`src/rtl/avion_pkg.sv`:
```
// Shared definitions for the avion memory arbiter: default widths, port ids
// and the lock counter helper.
package avion_pkg;

    localparam int AVION_ADDRESS_WIDTH = 6;
    localparam int AVION_DATA_WIDTH    = 10;
    localparam int AVION_LOCK_MAX      = 8;
    localparam int LOCK_CNT_WIDTH      = 8;

    typedef enum logic {
        PORT_CPU = 1'b0,
        PORT_DBG = 1'b1
    } port_e;

    // Advance the consecutive-lock counter, holding it at the release threshold.
    function automatic logic [LOCK_CNT_WIDTH-1:0] lock_cnt_next(
        input logic [LOCK_CNT_WIDTH-1:0] cnt,
        input logic [LOCK_CNT_WIDTH-1:0] max_cnt
    );
        logic [LOCK_CNT_WIDTH-1:0] result;
        if (cnt >= max_cnt) begin
            result = max_cnt;
        end else begin
            result = cnt + 1'b1;
        end
        return result;
    endfunction

endpackage

```
`src/rtl/avion_rr_pick2.sv`:
```
// Two-way round-robin pick with a bounded lock override; purely combinational.
module avion_rr_pick2
    import avion_pkg::*;
#(
    parameter int LOCK_MAX = AVION_LOCK_MAX
) (
    input  logic                      req0,
    input  logic                      req1,
    input  logic                      last_winner,
    input  logic                      owner_locked,
    input  logic [LOCK_CNT_WIDTH-1:0] lock_cnt,
    output logic                      gnt0,
    output logic                      gnt1
);

    localparam logic [LOCK_CNT_WIDTH-1:0] LOCK_MAX_C = LOCK_CNT_WIDTH'(LOCK_MAX);

    logic lock_hold;
    logic contended_winner;

    // The owner is always last_winner, so under contention the owner is requesting.
    assign lock_hold = owner_locked && (lock_cnt < LOCK_MAX_C);

    always_comb begin
        gnt0             = 1'b0;
        gnt1             = 1'b0;
        contended_winner = lock_hold ? last_winner : ~last_winner;
        if (req0 && req1) begin
            gnt0 = (contended_winner == PORT_CPU);
            gnt1 = (contended_winner == PORT_DBG);
        end else if (req0) begin
            gnt0 = 1'b1;
        end else if (req1) begin
            gnt1 = 1'b1;
        end
    end

endmodule

```
`src/rtl/avion_mem_arbiter.sv`:
```
// Shares the single-port block RAM between the CPU and the debug/loader master,
// routing each registered read result back to the port that issued it.
module avion_mem_arbiter
    import avion_pkg::*;
#(
    parameter int ADDRESS_WIDTH = AVION_ADDRESS_WIDTH,
    parameter int DATA_WIDTH    = AVION_DATA_WIDTH,
    parameter int LOCK_MAX      = AVION_LOCK_MAX
) (
    input  logic                     clk,
    input  logic                     rst,
    input  logic                     req0,
    input  logic                     req1,
    input  logic                     we0,
    input  logic                     we1,
    input  logic                     lock0,
    input  logic                     lock1,
    input  logic [ADDRESS_WIDTH-1:0] addr0,
    input  logic [ADDRESS_WIDTH-1:0] addr1,
    input  logic [DATA_WIDTH-1:0]    wdata0,
    input  logic [DATA_WIDTH-1:0]    wdata1,
    output logic                     gnt0,
    output logic                     gnt1,
    output logic                     rvalid0,
    output logic                     rvalid1,
    output logic [DATA_WIDTH-1:0]    rdata0,
    output logic [DATA_WIDTH-1:0]    rdata1,
    output logic                     ram_we,
    output logic [ADDRESS_WIDTH-1:0] ram_addr,
    output logic [DATA_WIDTH-1:0]    ram_wdata,
    input  logic [DATA_WIDTH-1:0]    ram_rdata
);

    localparam logic [LOCK_CNT_WIDTH-1:0] LOCK_MAX_C = LOCK_CNT_WIDTH'(LOCK_MAX);

    logic                      last_winner_q, last_winner_d;
    logic                      owner_locked_q, owner_locked_d;
    logic [LOCK_CNT_WIDTH-1:0] lock_cnt_q, lock_cnt_d;
    logic                      rd_pending_q, rd_pending_d;
    logic                      rd_port_q, rd_port_d;

    logic  pick_gnt0;
    logic  pick_gnt1;
    logic  grant_any;
    port_e grant_port;
    logic  grant_we;
    logic  grant_lock;

    avion_rr_pick2 #(
        .LOCK_MAX(LOCK_MAX)
    ) u_pick (
        .req0        (req0),
        .req1        (req1),
        .last_winner (last_winner_q),
        .owner_locked(owner_locked_q),
        .lock_cnt    (lock_cnt_q),
        .gnt0        (pick_gnt0),
        .gnt1        (pick_gnt1)
    );

    // Grants are suppressed while reset is held so nothing reaches the RAM.
    always_comb begin
        gnt0       = pick_gnt0 & ~rst;
        gnt1       = pick_gnt1 & ~rst;
        grant_any  = gnt0 | gnt1;
        grant_port = gnt1 ? PORT_DBG : PORT_CPU;
        grant_we   = gnt1 ? we1 : we0;
        grant_lock = gnt1 ? lock1 : lock0;
    end

    always_comb begin
        last_winner_d  = last_winner_q;
        owner_locked_d = 1'b0;
        lock_cnt_d     = lock_cnt_q;
        rd_pending_d   = 1'b0;
        rd_port_d      = rd_port_q;
        if (grant_any) begin
            last_winner_d = grant_port;
            if (grant_lock) begin
                owner_locked_d = 1'b1;
                if (owner_locked_q && (last_winner_q == grant_port)) begin
                    lock_cnt_d = lock_cnt_next(lock_cnt_q, LOCK_MAX_C);
                end else begin
                    lock_cnt_d = LOCK_CNT_WIDTH'(1);
                end
            end else begin
                lock_cnt_d = '0;
            end
            if (!grant_we) begin
                rd_pending_d = 1'b1;
                rd_port_d    = grant_port;
            end
        end
    end

    always_ff @(posedge clk) begin
        if (rst) begin
            last_winner_q  <= PORT_DBG;
            owner_locked_q <= 1'b0;
            lock_cnt_q     <= '0;
            rd_pending_q   <= 1'b0;
            rd_port_q      <= PORT_CPU;
        end else begin
            last_winner_q  <= last_winner_d;
            owner_locked_q <= owner_locked_d;
            lock_cnt_q     <= lock_cnt_d;
            rd_pending_q   <= rd_pending_d;
            rd_port_q      <= rd_port_d;
        end
    end

    always_comb begin
        ram_we    = 1'b0;
        ram_addr  = '0;
        ram_wdata = '0;
        if (gnt0) begin
            ram_we    = we0;
            ram_addr  = addr0;
            ram_wdata = wdata0;
        end else if (gnt1) begin
            ram_we    = we1;
            ram_addr  = addr1;
            ram_wdata = wdata1;
        end
    end

    // The RAM result from the previous cycle belongs only to the port that read.
    always_comb begin
        rvalid0 = rd_pending_q && (rd_port_q == PORT_CPU) && !rst;
        rvalid1 = rd_pending_q && (rd_port_q == PORT_DBG) && !rst;
        rdata0  = rvalid0 ? ram_rdata : '0;
        rdata1  = rvalid1 ? ram_rdata : '0;
    end

endmodule

```
`config.mk`:
```
export PLATFORM = sky130hd
export DESIGN_NAME = avion_mem_arbiter
export DESIGN_NICKNAME = d
export VERILOG_FILES = /design/src/rtl/avion_pkg.sv /design/src/rtl/avion_rr_pick2.sv /design/src/rtl/avion_mem_arbiter.sv
export SDC_FILE = /design/constraint.sdc
export NUM_CORES = 1
export LEC_CHECK = 0
export ABC_AREA = 1
export CORE_MARGIN = 8
export CORE_UTILIZATION = 30
export DETAILED_ROUTE_END_ITERATION = 10
export PLACE_DENSITY = 0.76
export SKIP_LAST_GASP = 1
export SYNTH_ARGS = -nofsm -noshare
export SYNTH_HDL_FRONTEND = slang
export SYNTH_SLANG_ARGS = --single-unit
```
`constraint.sdc`:
```
create_clock -name clk -period 2.5 [get_ports clk]
set_clock_uncertainty 0.2 [all_clocks]
set_input_delay 0.25 -clock clk [delete_from_list [all_inputs] [get_ports clk]]
set_output_delay 0.25 -clock clk [all_outputs]
set_load 0.02 [all_outputs]
```
==> results.cfg <==
[floorplan]
rows = 21
initial_utilization_pct = 31.6
num_io_pins = 91
die_h_um = 75.8
die_area_mm2 = 0.00574
die_w_um = 75.8
core_area_mm2 = 0.00339

[clocking]
clk_root_buffer_cell = clkbuf_4
clock_path_buffers = 2
post_cts.repair.setup_buffers = 0
path_clk_slew_ns = 0.08
cts.hold.buffers_added = 0
cts_inserted_buffers = 3
clock-sinks = 12
clkLatencyLatePin_ns = 0.27
htreeDepth = 1
cts_tree = yes

[sta]
fin_crit_ns = 2.37
fmax_mhz = 422
setup_ws_ns = 0.128
relSlewSlack_pct = 83.2
hold_violations = 0
setup_viol = 0
finalCritPeriodShare_pct = 94.9
maxSlewViolCount = 0
tightest_slew_ns = 0.251
worst_hold_slack_ns = 0.252

[worst_setup_path]
ff2ff_setup_slack_ns = 0.82
cp_max_fo = 10
critPathSlowestCell = clkdlybuf4s50_1
cp_num_buf_inv = 4
critPathCaptureType = primary output
critPathTopFamily = buffers and inverters
slowest_delay_ns = 0.62
critPathKind = primary input to primary output
crit_top_cell = clkdlybuf4s50_1
cp-start-kind = primary input
crit_arrival_ns = 1.92
cp.required_ns = 2.05
crit_chain = clkdlybuf4s50_1, buf_4, nor3_2, inv_2, nor2_1, clkdlybuf4s50_1

[routing]
drc = 0
first_pass_iters = 4
vias = 1355
drt_iter0_markers = 30
vias_per_cell = 4.23
final_antenna_net_count = 0
wl_per_cell_um = 13.0
wl_um = 4150

[global_route]
antenna_found_initial = 0
grt_pass1_wl_um = 5860
met3_usage_pct = 3.55
grt_max_degree = 20
first_global_vias = 1221
met2_usage_pct = 22.8
met1_usage_pct = 15.4
grt_usage_pct = 13.0
busiest_layer = met2
grt-ovfl-total = 0

[place]
pre_cts_ws_ns = -0.000246
hpwl_um = 3620
io_buffers = 90
dpl-instance-area_mm2 = 0.00203
dpl.cell_count = 316
gp_congestion = 0.799

[layout]
layout.cells.non_filler = 320
final_area_mm2 = 0.00205
drive_above_1_share_pct = 16.1
area_delta_synth_final_pct = 91.8
nets = 327
diodes = 0

[synthesis]
synth_area_per_cell_um2 = 6.02
synth_area_leaders = dfxtp_1 22%, nand2_1 19%, nor2_1 11%, inv_1 10%, nand2_2 8.8%
syn-num-nets = 230
syn-instance-count = 178
yosysTopAreaCell = dfxtp_1
yosysWarningCount = 0
ys_seq_area_share_pct = 22.4
synth.cell_area_mm2 = 0.00107
synth-seq-cells = 12
netlist-cell-type-count = 29
synthDominantCellAreaShare_pct = 22.4

[pwr]
power_density_mw_per_mm2 = 299
cellLeakagePower_nw = 1.06
total_power_w = 0.000615
ir_drop_mv = 0.304

[job]
maxCapViolCount = 0

[status]
status = complete, no violations

[worst_hold_path]
hold_class = register to register
## worst reg2reg max path: cells and delay by family (launching register included)
kind | cells | cell delay (ns)
flip-flops | 1 | 0.32
buffers and inverters | 2 | 0.24
AND/OR/NAND/NOR | 9 | 0.84
## layer usage
layer | wire length [um] | vias to the layer above | part of all wire (%)
li1 | - | 715 | -
met4 | 12 | 0 | 0.29
met3 | 438 | 2 | 11
met5 | 0 | - | 0
met1 | 1680 | 587 | 41
met2 | 2020 | 51 | 49
## worst paths after layout
check | cells past startpoint | start | to
worst min register to register | 2 | lock_cnt_q[4] | lock_cnt_q[4]
worst max register to register | 11 | lock_cnt_q[7] | lock_cnt_q[0]
worst max-delay path | 6 | rst | rdata1[9]
worst min-delay path | 2 | lock_cnt_q[4] | lock_cnt_q[4]
## flip-flops by register name (all words and copies together), names as in the netlist
signal and count:
last_winner_q 1, lock_cnt_q 8, owner_locked_q 1, rd_pending_q 1, rd_port_q 1
## report_power, final
part / switching [W] / internal (W)
Combinational: 0.000127 / 0.000131
Clock: 0.0000660 / 0.0000885
Sequential: 0.00000482 / 0.000197
## cell usage in the layout (no fill, tap or decap), types with 2 or more instances in the layout
cell and n:
o211ai_1 2, inv_1 29, nor2_2 2, clkbuf_4 3, dlygate4sd2_1 16, nand2_2 15, nand3_1 5, nand3_2 3
nor2_1 30, dlymetal6s2s_1 2, o21bai_1 2, inv_2 3, ha_1 2, nor3_2 2, nand2_1 54, buf_4 5
clkdlybuf4s50_1 71, dfxtp_1 12
## synth_stat cells
cell type / n
nand2_1: 54
nor2_1: 30
inv_1: 29
nand2_2: 15
dfxtp_1: 12
nand3_1: 5
inv_2: 3
nand3_2: 3
nor3_1: 3
ha_1: 2
nor2_2: 2
o211ai_1: 2
o21bai_1: 2
a21oi_2: 1
buf_12: 1
buf_4: 1
buf_6: 1
clkinv_2: 1
inv_4: 1
inv_6: 1
nand2_4: 1
nand3_4: 1
nand4_1: 1
nor2_8: 1
o21ai_0: 1
o21ai_2: 1
o21bai_2: 1
o31ai_1: 1
xnor2_1: 1
## layout make-up
| class | count | area [um2] |
|---|---|---|
| repair buffers | 95 | 918 |
| flip-flops and latches | 12 | 240 |
| fillers | 321 | 1340 |
| well taps | 46 | 57.6 |
| multi-input cells | 128 | 662 |
| inverters | 35 | 140 |
| clock buffers | 4 | 36.3 |
## stage by stage
step,setup TNS (ns),utilization [%]
2_1_floorplan,0,-
3_3_place_gp,0,59.8
3_5_place_dp,-0.000246,59.8
4_1_cts,0,60.3
5_1_grt,-0.00701,60.6
6_report,0,60.6
## repair_timing
action                                 CTS  global route
endpoints found under the hold margin    0             0
pin swaps                                0             0
setup endpoints to repair               17            23
gates cloned                             0             0
resized for setup                       17             7
## cells by family after synthesis
logic type	after synthesis	synth area share [%]
AO/OA/AOI/OAI	9	6.66
adder cells (fa/ha/maj)	2	2.34
flip-flops	12	22.4
XOR/XNOR	1	0.818
buffers and inverters	38	16.7
AND/OR/NAND/NOR	116	51.1
No activity file was read; power rests on OpenSTA's default activity.
